<file path="config.mk">
export PLATFORM = sky130hd
export DESIGN_NAME = secuenciador_control
export DESIGN_NICKNAME = d
export VERILOG_FILES = /design/src/rtl/secuenciador_control.sv
export SDC_FILE = /design/constraint.sdc
export NUM_CORES = 1
export LEC_CHECK = 0
export CAP_MARGIN = 20
export CORE_MARGIN = 2
export CORE_UTILIZATION = 46
export DETAILED_ROUTE_END_ITERATION = 10
export GPL_TIMING_DRIVEN = 0
export PLACE_DENSITY = 0.82
export SLEW_MARGIN = 15
export SYNTH_ARGS = -nofsm -noshare
export SYNTH_HDL_FRONTEND = slang
export SYNTH_SLANG_ARGS = --single-unit
export TNS_END_PERCENT = 100
</file>
<file path="constraint.sdc">
create_clock -name clk -period 2.5 [get_ports clk]
set_clock_uncertainty 0.05 [all_clocks]
set_input_delay 0.5 -clock clk [delete_from_list [all_inputs] [get_ports clk]]
set_output_delay 0.5 -clock clk [all_outputs]
set_load 0.02 [all_outputs]
</file>
<file path="src/rtl/secuenciador_control.sv">
// rtl/secuenciador_control.sv - multi-cycle fetch/decode control unit for unidad_procesadora
module secuenciador_control #(
  parameter int PC_W = 6
) (
  input  logic            clk,
  input  logic            rst_n,
  input  logic            start,
  output logic [PC_W-1:0] pc,
  input  logic [15:0]     instr,
  input  logic [3:0]      flags,
  output logic [15:0]     control,
  input  logic            in_valid,
  output logic            in_ack,
  output logic            out_valid,
  output logic            busy,
  output logic            halted
);

  typedef enum logic [1:0] {
    IDLE  = 2'd0,
    FETCH = 2'd1,
    EXEC  = 2'd2,
    HALT  = 2'd3
  } state_t;

  localparam logic [3:0] OP_NOP  = 4'd0;
  localparam logic [3:0] OP_ALU  = 4'd1;
  localparam logic [3:0] OP_SHF  = 4'd2;
  localparam logic [3:0] OP_LDI  = 4'd3;
  localparam logic [3:0] OP_OUT  = 4'd4;
  localparam logic [3:0] OP_JMP  = 4'd5;
  localparam logic [3:0] OP_BR   = 4'd6;
  localparam logic [3:0] OP_HALT = 4'd7;

  state_t          state, state_nxt;
  logic [15:0]     ir, ir_nxt;
  logic [3:0]      flag_reg, flag_nxt;
  logic [PC_W-1:0] pc_nxt;
  logic            br_flag;

  // Instruction fields; flags are ordered {V,N,Z,C}.
  logic [3:0]      op;
  logic [1:0]      rd, ra, rb;
  logic [PC_W-1:0] target;

  assign op     = ir[15:12];
  assign rd     = ir[11:10];
  assign ra     = ir[9:8];
  assign rb     = ir[7:6];
  assign target = ir[PC_W-1:0];

  // State, program counter, instruction and latched flags registers.
  always_ff @(posedge clk or negedge rst_n) begin
    if (!rst_n) begin
      state    <= IDLE;
      pc       <= '0;
      ir       <= '0;
      flag_reg <= '0;
    end else begin
      state    <= state_nxt;
      pc       <= pc_nxt;
      ir       <= ir_nxt;
      flag_reg <= flag_nxt;
    end
  end

  // Branch condition select on the latched flags (never the live input).
  always_comb begin
    br_flag = 1'b0;
    case (ir[11:10])
      2'b00:   br_flag = flag_reg[1];  // Z
      2'b01:   br_flag = flag_reg[2];  // N
      2'b10:   br_flag = flag_reg[0];  // C
      default: br_flag = flag_reg[3];  // V
    endcase
  end

  // Next-state, next register values and the decoded control outputs.
  always_comb begin
    state_nxt = state;
    pc_nxt    = pc;
    ir_nxt    = ir;
    flag_nxt  = flag_reg;
    control   = 16'h0000;
    in_ack    = 1'b0;
    out_valid = 1'b0;
    busy      = 1'b0;
    halted    = 1'b0;

    case (state)
      IDLE, HALT: begin
        halted = (state == HALT);
        if (start) begin
          state_nxt = FETCH;
          pc_nxt    = '0;
          flag_nxt  = '0;
        end
      end

      FETCH: begin
        busy      = 1'b1;
        ir_nxt    = instr;
        pc_nxt    = pc + PC_W'(1);
        state_nxt = EXEC;
      end

      EXEC: begin
        busy      = 1'b1;
        state_nxt = FETCH;
        case (op)
          OP_ALU: begin
            control  = {ra, rb, rd, 1'b1, 1'b0, ir[5:2], 2'b00, 1'b0, 1'b0};
            flag_nxt = flags;
          end
          OP_SHF: begin
            control  = {2'b00, rb, rd, 1'b1, 1'b0, 4'b0000, ir[1:0], 1'b1, 1'b0};
            flag_nxt = flags;
          end
          OP_LDI: begin
            // Hold in EXEC until the host offers a value; write on that cycle.
            control = {2'b00, 2'b00, rd, in_valid, 1'b0, 4'b0000, 2'b00, 1'b0, 1'b1};
            in_ack  = in_valid;
            if (!in_valid) begin
              state_nxt = EXEC;
            end
          end
          OP_OUT: begin
            control   = {2'b00, rb, 12'b0001_0000_0000};
            out_valid = 1'b1;
          end
          OP_JMP: begin
            pc_nxt = target;
          end
          OP_BR: begin
            if (br_flag) begin
              pc_nxt = target;
            end
          end
          OP_HALT: begin
            state_nxt = HALT;
          end
          default: begin
            // OP_NOP and 8..15: no datapath activity.
          end
        endcase
      end

      default: begin
        state_nxt = IDLE;
      end
    endcase
  end

endmodule

</file>
---- Yosys cells after proc, flatten, opt, wreduce, memory -nomap -nowiden ----
Index checks and enable logic that the tools add are counted.
word-level totals
  logic and storage cells ................. 49
  input port bits ......................... 24
  bits in registers ....................... 28
operators by class
  eq/ne operators ......................... 16
  add/subtract/negate cells ............... 1
  reduce and logical (&&, ||, !) cells .... 8
  muxes and demuxes ....................... 20
operator list
  kind                                                    number
  case mux 16 bit (4 select lines)                        1
  case mux 6 bit (3 select lines)                         1
  equality test 4 x 3 -> 1 bit (second input constant)    4
  two-way mux 16 bit                                      1
  two-way mux 6 bit                                       2
  case mux 6 bit (2 select lines)                         1
  equality test 4 x 2 -> 1 bit (second input constant)    2
  two-way mux 4 bit                                       2
  case mux 4 bit (2 select lines)                         1
  adder 6 x 1 -> 6 bit (second input constant)            1
  equality test 2 bit (second input constant)             3
  two-way mux 1 bit                                       6
  case mux 2 bit (3 select lines)                         1
  AND reduction 3 bit                                     2
  OR reduction 2 bit                                      3
  equality test 2 x 1 -> 1 bit (second input constant)    2
  equality test 4 x 1 -> 1 bit (second input constant)    1
  zero test 2 bit                                         2
  two-way mux 2 bit                                       2
  inequality test 2 bit (second input constant)           2
  case mux 2 bit (2 select lines)                         1
  inequality test 3 x 2 -> 1 bit (second input constant)  1
  inequality test 3 bit (second input constant)           1
  case mux 1 bit (3 select lines)                         1
  nonzero test 2 bit                                      1

---- Longest topological paths before layout ----
Gate-level depths: netlist (run 1).
  depth in word-level cells ............... 5
  gate-level depth with buffers ........... 8

---- Worst setup path after synthesis (run 1) ----
Ideal clock, no wire load.
  kind .................................... reg2out
  from .................................... reg state[0]
  to ...................................... out control[2]
  path buffers ............................ 2
  arrival ................................. 1847 ps
  path slack .............................. 103 ps
  cell stages (with the launch flop) ...... 8
  cell sequence ........................... dfrtp_1 -> inv_1 -> ha_1 -> buf_4 -> or3b_1 -> buf_2 -> nor2_1 -> and2_1
on the way
  word-level cells in the longest chain between the ends .. 2
ends and longest elaborated chain
  item                    line  source
  start, declared         35    state_t state, state_nxt;
  start signal, assigned  60    state <= state_nxt;
  equality test 2 bit     90    case (state)
  two-way mux 16 bit      90
  end, declared           11    output logic [15:0] control,
Every way passes these cells.

---- Worst setup path in the final report (run 1) ----
  from .................................... reg state[0]
  to ...................................... out control[4]
Same word-level chain as after synthesis.

==> results of run 1 <==
-- path summary, 6_finish.rpt --
path                                      start                  to  slack (ns)  depth (start not counted)
max                        state[0]$_DFFE_PN0P_          control[4]        0.03                          6
min                                       rst_n   ir[1]$_DFFE_PN0P_        0.11                          1
max reg2reg                state[1]$_DFFE_PN0P_  ir[14]$_DFFE_PN0P_        0.52                          5
min reg2reg                   ir[7]$_DFFE_PN0P_   ir[7]$_DFFE_PN0P_        0.47                          1
max in group asynchronous                 rst_n  ir[13]$_DFFE_PN0P_        1.85                          1
min in group clk              ir[7]$_DFFE_PN0P_   ir[7]$_DFFE_PN0P_        0.47                          1
-- power by group through the flow --
stage / Clock (mW) / Sequential (mW) / Combinational, mW
finish: 0.184 / 0.840 / 1.39
global route: 0.202 / 0.866 / 1.49
CTS: 0.187 / 0.796 / 1.35
detailed placement: 0 / 0.808 / 1.29
global placement: 0 / 0.796 / 1.23
floorplan: 0 / 0.800 / 0.887
-- routing by layer --
metal	share of wire	wire length (um)	GRT usage
met4	0.018	74	0.0944
met5	0	0	0
met2	0.50	2060	0.374
met1	0.42	1720	0.260
met3	0.058	237	0.0414
-- per-stage QoR --
stage	std cells	setup WS (ns)	area, um2	power [mW]
after floorplan	153	0.103	1580	1.69
after global placement	248	-0.402	2130	2.03
after detailed placement	248	-0.453	2130	2.10
after CTS	254	-0.0673	2190	2.34
after global routing	252	-0.0734	2240	2.56
final	252	0.0292	2240	2.41
-- placed cells by master (no fill, tap or decap), types with 2 or more instances in the layout --
| cell type | synthesis | routed |
|---|---|---|
| sky130_fd_sc_hd__clkdlybuf4s50_1 | 0 | 30 |
| sky130_fd_sc_hd__dfrtp_1 | 28 | 27 |
| sky130_fd_sc_hd__mux2_2 | 17 | 17 |
| sky130_fd_sc_hd__inv_1 | 10 | 9 |
| sky130_fd_sc_hd__and2_4 | 0 | 8 |
| sky130_fd_sc_hd__buf_4 | 1 | 8 |
| sky130_fd_sc_hd__buf_6 | 0 | 8 |
| sky130_fd_sc_hd__and2_1 | 13 | 5 |
| sky130_fd_sc_hd__nor2_1 | 10 | 5 |
| sky130_fd_sc_hd__o21ai_1 | 5 | 5 |
| sky130_fd_sc_hd__nand2_1 | 4 | 4 |
| sky130_fd_sc_hd__nand2b_1 | 6 | 4 |
| sky130_fd_sc_hd__clkbuf_1 | 4 | 4 |
| sky130_fd_sc_hd__nand4_1 | 4 | 4 |
| sky130_fd_sc_hd__a21oi_1 | 5 | 4 |
| sky130_fd_sc_hd__o2bb2ai_1 | 4 | 4 |
| sky130_fd_sc_hd__buf_2 | 2 | 4 |
| sky130_fd_sc_hd__nor2_4 | 0 | 3 |
| sky130_fd_sc_hd__o21ai_0 | 3 | 3 |
| sky130_fd_sc_hd__a22oi_1 | 3 | 3 |
| sky130_fd_sc_hd__ha_1 | 4 | 3 |
| sky130_fd_sc_hd__clkbuf_4 | 0 | 3 |
| sky130_fd_sc_hd__nor2_2 | 0 | 2 |
| sky130_fd_sc_hd__nor2b_1 | 2 | 2 |
| sky130_fd_sc_hd__nor3_1 | 2 | 2 |
| sky130_fd_sc_hd__nand3_1 | 2 | 2 |
| sky130_fd_sc_hd__xnor2_1 | 2 | 2 |
| sky130_fd_sc_hd__nor4_1 | 2 | 2 |
| sky130_fd_sc_hd__clkdlybuf4s15_2 | 0 | 2 |
| sky130_fd_sc_hd__dlymetal6s2s_1 | 0 | 2 |
-- cells in the mapped netlist (3+ instances only) --
cell type / instances / area, um2
sky130_fd_sc_hd__ha_1: 4 / 50.1
sky130_fd_sc_hd__o2bb2ai_1: 4 / 35.0
sky130_fd_sc_hd__o21ai_1: 5 / 25.0
sky130_fd_sc_hd__inv_1: 10 / 37.5
sky130_fd_sc_hd__a22oi_1: 3 / 22.5
sky130_fd_sc_hd__dfrtp_1: 28 / 701
sky130_fd_sc_hd__nand4_1: 4 / 25.0
sky130_fd_sc_hd__o21ai_0: 3 / 15.0
sky130_fd_sc_hd__clkbuf_1: 4 / 15.0
sky130_fd_sc_hd__mux2_2: 17 / 191
sky130_fd_sc_hd__nand2b_1: 6 / 37.5
sky130_fd_sc_hd__nand2_1: 4 / 15.0
sky130_fd_sc_hd__a21oi_1: 5 / 25.0
sky130_fd_sc_hd__nor2_1: 10 / 37.5
sky130_fd_sc_hd__and2_1: 13 / 81.3
-- area by class of cell --
cell class | instances | area (um2)
Buffer | 5 | 20.0
Clock buffer | 3 | 22.5
Fill cell | 270 | 1070
Inverter | 10 | 37.5
Multi-Input combinational cell | 107 | 883
Sequential cell | 28 | 702
Tap cell | 46 | 57.6
Timing Repair Buffer | 53 | 513
-- cells by family (layout without fill, tap and decap cells) --
kind of cell | after synthesis | count (layout)
multiplexers | 17 | 17
adder cells (fa/ha/maj) | 4 | 4
AND/OR/NAND/NOR | 48 | 48
AO/OA/AOI/OAI | 36 | 36
buffers and inverters | 18 | 71
flip-flops | 28 | 28
XOR/XNOR | 2 | 2
-- timing repair --
item / CTS / global route
gates resized for setup: 90 / 22
setup buffers: 3 / 1
pin swaps: 1 / 7
setup endpoints to repair: 18 / 18
hold endpoints to repair: 0 / 0
==> impl_metrics.json, run 1 <==
{
  "status": "complete, no violations",
  "route.detailed.drc": 0,
  "synth.net_count": 181,
  "synth_async_sr_flop_share": 1.00,
  "grt_overflow": 0,
  "crit_slowest_cell": "sky130_fd_sc_hd__or3b_4",
  "holdWs_ns": 0.114,
  "die_height_um": 62.7,
  "critical-path-top-delay-family": "simple AND/OR/NAND/NOR gates",
  "detail_route.vias_per_cell": 5.61,
  "cp-start-kind": "register",
  "path_clk_slew_ns": 0.14,
  "yosys_warnings": 0,
  "fin_nets": 236,
  "ys_types": 42,
  "final_core_utilization": 0.675,
  "synth_cells": 153,
  "via_count": 1413,
  "grt_antenna_before_repair": 0,
  "hold_violations": 0,
  "postSynth.topFlopCell": "sky130_fd_sc_hd__dfrtp_1",
  "synth_sequential_area_ratio": 0.443,
  "final-max-slew-violation-count": 0,
  "number_of_buffers_inserted_during_clock_tree_synthesis": 3,
  "holdCritPathClass": "in -> async",
  "setup_tns_ns": 0,
  "antenna_violating_nets_post_route": 0,
  "leakagePower_nw": 0.951,
  "maximum_number_of_pins_on_one_net_before_global_route_repair": 29,
  "row_count": 21,
  "fmax_mhz": 405,
  "wire_length_of_the_first_global_routing_pass_mm": 6.71,
  "number_of_global_route_vias_before_repair": 1467,
  "slowest_delay_ns": 0.46,
  "synth_compound_area_frac": 0.178,
  "initial_core_utilization": 0.478,
  "clk-insertion-delay-late_ns": 0.33,
  "synth_mux_area_frac": 0.121,
  "maxSlewHeadroom": 0.587,
  "grt.total_usage": 0.216,
  "antenna-diode-count": 0,
  "cts.path.max_buffers": 2,
  "place.gp.congestion": 0.946,
  "seq_power_share": 0.349,
  "crit_required_ns": 1.95,
  "die_width_um": 62.7,
  "clock_tree_from_tritoncts": "done",
  "layout-drive-gt1-share": 0.330,
  "max-vdd-ir-drop_mv": 0.456,
  "synthToLayoutAreaGrowth_pct": 41.3,
  "power_per_cell_area_nw_per_um2": 1080,
  "netlist_area_um2": 1580,
  "die_area_um2": 3930,
  "cts_hold_buf": 0,
  "synth_fa_ha_area_frac": 0.0316,
  "path_max_fanout": 6,
  "worst_slew_pin_slew_ns": 0.620,
  "syn_avg_cell_area_um2": 10.3,
  "number_of_max_cap_violations": 0,
  "rsz0062_at_grt": "yes",
  "drtPass1Iterations": 4,
  "number_of_enable_flip_flop_cells_after_synthesis": 0,
  "pin_count": 50,
  "first_iter_violations": 69,
  "timing.final.setup_violations": 0,
  "yosys.area_share.simple": 0.168,
  "floorplan.core_area_um2": 3310,
  "power.switching_mw": 1.04,
  "crit_path_end_kind": "output port",
  "synth-seq-cells": 28,
  "root_buffer": "sky130_fd_sc_hd__clkbuf_4",
  "crit_type": "reg -> out",
  "finalCriticalPeriod_ns": 2.47,
  "combPwrFrac": 0.575,
  "crit_path_cell_trace": "inv_2 -> ha_4 -> or3b_4 -> nor2_4 -> and2_4 -> buf_6",
  "placement.io_buffers": 49,
  "crit_arrival_ns": 1.92,
  "h-tree-depth": 1,
  "sw_frac_of_total": 0.433,
  "drt-wirelength-per-cell_um": 16.2,
  "timing.final.crit_share": 0.988,
  "worstPathBufferInverterCount": 2,
  "cts.sink_count": 28,
  "drt-total-wl_mm": 4.09,
  "synth_xor_xnor_area_share": 0.0111,
  "internal-power_mw": 1.37,
  "power.share.clock": 0.076,
  "half_perimeter_wire_length_after_placement_mm": 3.03,
  "main_combinational_cell_family_by_area_after_synthesis": "compound AO/OA/AOI/OAI gates",
  "number_of_flip_flops_under_the_largest_register_name": 16
}
No activity file was read; power rests on OpenSTA's default activity.
==> inputs of run 2 (changes only) <==
--- a/config.mk
+++ b/config.mk
@@ -7,10 +7,10 @@
 export LEC_CHECK = 0
 export CAP_MARGIN = 20
 export CORE_MARGIN = 2
-export CORE_UTILIZATION = 46
+export CORE_UTILIZATION = 42
 export DETAILED_ROUTE_END_ITERATION = 10
 export GPL_TIMING_DRIVEN = 0
-export PLACE_DENSITY = 0.82
+export PLACE_DENSITY = 0.79
 export SLEW_MARGIN = 15
 export SYNTH_ARGS = -nofsm -noshare
 export SYNTH_HDL_FRONTEND = slang
==> constraint.sdc (replaced) <==
create_clock -name clk -period 2.19 [get_ports clk]
set_clock_uncertainty 0.05 [all_clocks]
set_input_delay 0.438 -clock clk [delete_from_list [all_inputs] [get_ports clk]]
set_output_delay 0.438 -clock clk [all_outputs]
set_load 0.02 [all_outputs]
==> run 2 against run 1 <==
  * The flow now finishes with violations (setup timing)
  * Routed wire length shrank 8.1%
  * Clock power grew 52%
  * Utilization shrank 4.1 points
  * Die area grew 8.9%
  * Via count shrank 4.5%
  * Register-to-register slack lost 0.26 ns
  * Global-route usage shrank 2.3 points
==> impl_metrics.json, run 2 (same netlist as run 1, synthesis figures left out) <==
{
  "status": "complete, but fails checks",
  "failing_checks": "setup timing",
  "pin_count": 50,
  "seq_power_share": 0.335,
  "dp_worst_setup_slack_ns": -0.751,
  "power.switching_mw": 1.16,
  "finalCriticalPeriod_ns": 2.40,
  "crit_required_ns": 1.70,
  "path_max_fanout": 6,
  "max-vdd-ir-drop_mv": 0.476,
  "number_of_flip_flops_under_the_largest_register_name": 16,
  "drt-total-wl_mm": 3.76,
  "number_of_max_cap_violations": 0,
  "layout.cells.most_common": "sky130_fd_sc_hd__clkdlybuf4s50_1",
  "initial_core_utilization": 0.436,
  "h-tree-depth": 1,
  "row_count": 22,
  "antenna_violating_nets_post_route": 0,
  "number_of_buffers_inserted_during_clock_tree_synthesis": 3,
  "via_count": 1349,
  "half_perimeter_wire_length_after_placement_mm": 2.72,
  "placement.io_buffers": 49,
  "first_iter_violations": 67,
  "power_per_cell_area_nw_per_um2": 1210,
  "die_width_um": 65.4,
  "layout-drive-gt1-share": 0.348,
  "worst_slew_pin_slew_ns": 0.625,
  "clock_tree_from_tritoncts": "done",
  "crit_type": "reg -> out",
  "grt_overflow": 0,
  "root_buffer": "sky130_fd_sc_hd__clkbuf_8",
  "timing.final.setup_violations": 13,
  "power.share.clock": 0.100,
  "route.detailed.drc": 0,
  "final.fill_count": 318,
  "sw_frac_of_total": 0.416,
  "fin_nets": 240,
  "grt.total_usage": 0.193,
  "grt_antenna_before_repair": 0,
  "floorplan.core_area_um2": 3630,
  "synthToLayoutAreaGrowth_pct": 45.6,
  "leakagePower_nw": 0.968,
  "drt-wirelength-per-cell_um": 14.6,
  "path_clk_slew_ns": 0.10,
  "detail_route.vias_per_cell": 5.23,
  "drtPass1Iterations": 4,
  "hold_violations": 0,
  "crit_slowest_cell": "sky130_fd_sc_hd__dfrtp_1",
  "place.gp.congestion": 0.821,
  "worst-r2r-cell-count": 5,
  "placedInstanceArea_um2": 2150,
  "wire_length_of_the_first_global_routing_pass_mm": 6.42,
  "rsz0062_at_grt": "yes",
  "holdCritPathClass": "in -> async",
  "maxSlewHeadroom": 0.583,
  "timing.final.crit_share": 1.10,
  "setup_tns_ns": -2.00,
  "crit_path_cell_trace": "inv_1 -> ha_2 -> or3b_1 -> buf_6 -> nor2_4 -> and2_1 -> buf_6",
  "final-max-slew-violation-count": 0,
  "total_power_mw": 2.79,
  "crit_arrival_ns": 1.91,
  "fmax_mhz": 417,
  "cts.sink_count": 28,
  "placedCellCount": 250,
  "worst_slack_ns": -0.208,
  "die_area_um2": 4280,
  "slowest_delay_ns": 0.40,
  "cts.path.max_buffers": 2,
  "postLayoutCellArea_um2": 2300,
  "combPwrFrac": 0.565,
  "cp-start-kind": "register",
  "internal-power_mw": 1.63,
  "critPathMostFrequentCell": "sky130_fd_sc_hd__buf_6",
  "number_of_global_route_vias_before_repair": 1381,
  "clk-insertion-delay-late_ns": 0.27,
  "die_height_um": 65.4,
  "crit_path_end_kind": "output port",
  "maximum_number_of_pins_on_one_net_before_global_route_repair": 29,
  "antenna-diode-count": 0,
  "mostFrequentLayoutCells": "29 x sky130_fd_sc_hd__clkdlybuf4s50_1, 26 x sky130_fd_sc_hd__dfrtp_1, 17 x sky130_fd_sc_hd__mux2_2",
  "post_layout_nonfiller_instances": 258
}
[run 2: timing repair]
item                                    in CTS  in global routing
resized for setup                          102                 20
hold buffers                                 0                  0
pin swaps                                    2                  9
endpoints found under the setup margin      19                 16
buffers inserted                             5                  2
[run 2: layer usage]
layer  routed length, um  global-route usage  vias to the layer above
met5                   0                   0                        -
met4                  31              0.0599                        0
met3                 160              0.0240                        2
met2                1820               0.316                       38
met1                1750               0.267                      652
li1                    -                   -                      657
[run 2: worst paths after layout]
path	startpoint	end	slack, ns
worst max-delay path	state[0]$_DFFE_PN0P_	control[15]	-0.21
worst min-delay path	rst_n	flag_reg[2]$_DFFE_PN0P_	0.12
worst max register to register	state[1]$_DFFE_PN0P_	ir[14]$_DFFE_PN0P_	0.26
worst min register to register	ir[9]$_DFFE_PN0P_	ir[9]$_DFFE_PN0P_	0.45
max in group asynchronous	rst_n	ir[13]$_DFFE_PN0P_	1.53
min in group clk	ir[9]$_DFFE_PN0P_	ir[9]$_DFFE_PN0P_	0.45
[run 2: critical path, delay by kind of cell (launching register included)]
kind	cells	cell delay, ns
AND/OR/NAND/NOR	3	0.71
flip-flops	1	0.40
buffers and inverters	3	0.34
adder cells (fa/ha/maj)	1	0.19
[run 2: final cells by class]
type                       count  area [um2]  area share
tap                           48        60.1      0.0261
buffer                         6        31.3      0.0136
sequential                    28         703       0.305
inverter                      10        37.5      0.0163
multi-input combinational    107         886       0.384
clock buffer                   3        41.3      0.0179
timing repair buffer          56         546       0.237
[run 2: power by group through the flow]
stage,clock [mW],sequential [mW],combinational (mW)
global placement,0,0.915,1.44
finish,0.279,0.935,1.57
global route,0.311,0.973,1.73
floorplan,0,0.914,1.03
CTS,0.282,0.928,1.55
detailed placement,0,0.922,1.47
[run 2: metrics by stage]
step / hold WS [ns] / utilization
2_1_floorplan: 0.0924 / -
3_3_place_gp: 0.433 / 0.592
3_5_place_dp: 0.438 / 0.591
4_1_cts: 0.148 / 0.622
5_1_grt: 0.164 / 0.634
6_report: 0.118 / 0.634
==> inputs of run 3 (changes only) <==
--- a/config.mk
+++ b/config.mk
@@ -5,12 +5,13 @@
 export SDC_FILE = /design/constraint.sdc
 export NUM_CORES = 1
 export LEC_CHECK = 0
+export ABC_AREA = 1
 export CAP_MARGIN = 20
 export CORE_MARGIN = 2
-export CORE_UTILIZATION = 42
+export CORE_UTILIZATION = 46
 export DETAILED_ROUTE_END_ITERATION = 10
 export GPL_TIMING_DRIVEN = 0
-export PLACE_DENSITY = 0.79
+export PLACE_DENSITY = 0.83
 export SLEW_MARGIN = 15
 export SYNTH_ARGS = -nofsm -noshare
 export SYNTH_HDL_FRONTEND = slang
==> constraint.sdc (replaced) <==
create_clock -name clk -period 2.4 [get_ports clk]
set_clock_uncertainty 0.05 [all_clocks]
set_input_delay 0.48 -clock clk [delete_from_list [all_inputs] [get_ports clk]]
set_output_delay 0.48 -clock clk [all_outputs]
set_load 0.02 [all_outputs]
==> run 3 against run 2 <==
  * Cell count grew 22%
  * The run now ends clean
  * Setup slack better by 0.29 ns
  * Non-clock buffer count decreased by 3
  * Largest power group unchanged
==> impl_metrics.json, run 3 <==
{
  "mostFrequentLayoutCells": "65 x sky130_fd_sc_hd__nand2_1, 29 x sky130_fd_sc_hd__clkdlybuf4s50_1, 26 x sky130_fd_sc_hd__inv_1, 26 x sky130_fd_sc_hd__dfrtp_1",
  "detail_route.vias_per_cell": 4.92,
  "synth_cells": 212,
  "synth_async_sr_flop_share": 1.00,
  "hold_violations": 0,
  "half_perimeter_wire_length_after_placement_mm": 2.79,
  "antenna-diode-count": 0,
  "crit_path_end_kind": "output port",
  "h-tree-depth": 1,
  "final-max-slew-violation-count": 0,
  "rsz0062_at_grt": "yes",
  "number_of_max_cap_violations": 0,
  "ys_top_cells_by_count": "66 x sky130_fd_sc_hd__nand2_1, 28 x sky130_fd_sc_hd__dfrtp_1, 26 x sky130_fd_sc_hd__inv_1",
  "drt-total-wl_mm": 3.85,
  "clock_tree_from_tritoncts": "done",
  "cp-start-kind": "register",
  "cts.path.max_buffers": 2,
  "finalCriticalPeriod_ns": 2.32,
  "layout.cells.most_common": "sky130_fd_sc_hd__nand2_1",
  "maxSlewHeadroom": 0.588,
  "die_area_um2": 3890,
  "yosys_warnings": 0,
  "maximum_number_of_pins_on_one_net_before_global_route_repair": 29,
  "power_per_cell_area_nw_per_um2": 1030,
  "power.switching_mw": 1.04,
  "length_of_routed_met2_wiring_mm": 1.92,
  "placedCellCount": 307,
  "r2r-start": "state[0]$_DFFE_PN0P_",
  "synth_most_common_cell": "sky130_fd_sc_hd__nand2_1",
  "crit_arrival_ns": 1.79,
  "crit_required_ns": 1.87,
  "placement.io_buffers": 49,
  "post_layout_nonfiller_instances": 314,
  "number_of_enable_flip_flop_cells_after_synthesis": 0,
  "die_height_um": 62.4,
  "die_width_um": 62.4,
  "first_iter_violations": 67,
  "synth.net_count": 240,
  "final_core_utilization": 0.644,
  "worst_slew_pin_slew_ns": 0.618,
  "seq_power_share": 0.366,
  "met1_length_mm": 1.72,
  "crit_type": "reg -> out",
  "syn_avg_cell_area_um2": 7.40,
  "detailroute.wirelength.met3_um": 171,
  "sw_frac_of_total": 0.472,
  "setup_tns_ns": 0,
  "route.detailed.drc": 0,
  "row_count": 21,
  "grt.total_usage": 0.199,
  "clk-insertion-delay-late_ns": 0.33,
  "top_signal_layer_used": "met4",
  "fmax_mhz": 432,
  "root_buffer": "sky130_fd_sc_hd__clkbuf_4",
  "wire_length_of_the_first_global_routing_pass_mm": 6.29,
  "number_of_buffers_inserted_during_clock_tree_synthesis": 3,
  "postSynth.topFlopCell": "sky130_fd_sc_hd__dfrtp_1",
  "synth-seq-cells": 28,
  "antenna_violating_nets_post_route": 0,
  "timing.final.setup_violations": 0,
  "synthToLayoutAreaGrowth_pct": 35.8,
  "holdCritPathClass": "in -> async",
  "ys_types": 25,
  "pin_count": 50,
  "timing.final.crit_share": 0.965,
  "max-vdd-ir-drop_mv": 0.451,
  "synth_sequential_area_ratio": 0.447,
  "grt_overflow": 0,
  "path_clk_slew_ns": 0.15,
  "initial_core_utilization": 0.474,
  "crit-reg2reg-capture": "ir[12]$_DFFE_PN0P_",
  "yosys-top-cells-area": "sky130_fd_sc_hd__dfrtp_1 45%, sky130_fd_sc_hd__nand2_1 16%, sky130_fd_sc_hd__o21ai_0 6.4%",
  "total_power_mw": 2.20,
  "drt-wirelength-per-cell_um": 12.3,
  "synth_top_cell_area_share": 0.447,
  "internal-power_mw": 1.16,
  "number_of_global_route_vias_before_repair": 1419,
  "worst-r2r-cell-count": 6,
  "grt_antenna_before_repair": 0,
  "via_count": 1545,
  "netlist.top_cell.by_area": "sky130_fd_sc_hd__dfrtp_1",
  "status": "complete, no violations",
  "cts.sink_count": 28,
  "worst-r2r-setup-slack_ns": 0.76,
  "layout-drive-gt1-share": 0.164,
  "path_max_fanout": 4,
  "combPwrFrac": 0.528,
  "drtPass1Iterations": 4,
  "netlist_area_um2": 1570,
  "fin_nets": 297,
  "power.share.clock": 0.105,
  "number_of_flip_flops_under_the_largest_register_name": 16,
  "floorplan.core_area_um2": 3310,
  "leakagePower_nw": 1.07,
  "place.gp.congestion": 0.769
}
## run 3: changes by cell type after synthesis, sizes merged, moves of 4 or more
cell     before  now
nand2         4   68
inv          10   27
mux2         17    0
nand3         2   16
and2         13    0
nor2         10   22
o21ai         9   20
nand2b        6    0
o2111ai       0    4
o2bb2ai       4    0
## run 3: stage by stage
step                cell area [um2]  worst slack [ns]  hold slack [ns]
finish                         2130            0.0828           0.0896
CTS                            2160          -0.00160            0.106
detailed placement             2120            -0.138            0.427
global route                   2130           -0.0237            0.125
floorplan                      1580             0.249            0.134
global placement               2120            -0.118            0.412
## run 3: worst max path at each step
stage | from | to | slack, ns | cells past startpoint
floorplan | state[0]$_DFFE_PN0P_ | control[12] | 0.25 | 6
global placement | in_valid | in_ack | -0.12 | 4
detailed placement | in_valid | in_ack | -0.14 | 4
CTS | state[0]$_DFFE_PN0P_ | control[11] | -0.002 | 7
global route | state[0]$_DFFE_PN0P_ | control[2] | -0.02 | 8
finish | ir[15]$_DFFE_PN0P_ | control[9] | 0.08 | 6
## run 3: final cells by class
cell class | instances | area [um2]
Buffer | 7 | 33.8
Sequential cell | 28 | 703
Clock buffer | 4 | 36.3
Multi-Input combinational cell | 150 | 764
Tap cell | 46 | 57.6
Inverter | 27 | 101
Timing Repair Buffer | 52 | 434
Fill cell | 321 | 1180
## run 3: logic make-up (layout without fill, tap and decap cells)
logic type      Yosys count  after routing  share of synthesized area
compound gates           33             33                      0.125
fa+ha+maj                 4              4                     0.0319
flops                    28             28                      0.447
simple gates            113            113                      0.312
buf+inv                  34             90                     0.0845
## run 3: layer usage
metal  up-vias  global-route usage
li1        798                   -
met2        46               0.349
met1       696               0.257
met4         0              0.0611
met3         5              0.0270
met5         -                   0
## run 3: what timing repair did
action                                  in CTS  in global routing
endpoints found under the setup margin      19                 17
endpoints found under the hold margin        0                  0
buffers inserted                             1                  2
pin swaps                                    0                  1
resized for setup                           52                 24
hold buffers                                 0                  0
## run 3: power groups by stage
stage | combinational [mW] | clock [mW] | sequential (mW)
after floorplan | 0.735 | 0 | 0.817
after global placement | 1.09 | 0 | 0.804
after detailed placement | 1.11 | 0 | 0.813
after CTS | 1.13 | 0.236 | 0.796
after global routing | 1.29 | 0.254 | 0.829
final | 1.16 | 0.232 | 0.806
## run 3: critical path: stages, from the launching register on
cell                      delay, ns
sky130_fd_sc_hd__dfrtp_1       0.41
sky130_fd_sc_hd__nor2_1        0.23
sky130_fd_sc_hd__inv_1         0.14
sky130_fd_sc_hd__nor2_1        0.18
sky130_fd_sc_hd__o21ai_1       0.14
sky130_fd_sc_hd__a21oi_1       0.17
sky130_fd_sc_hd__buf_2         0.19
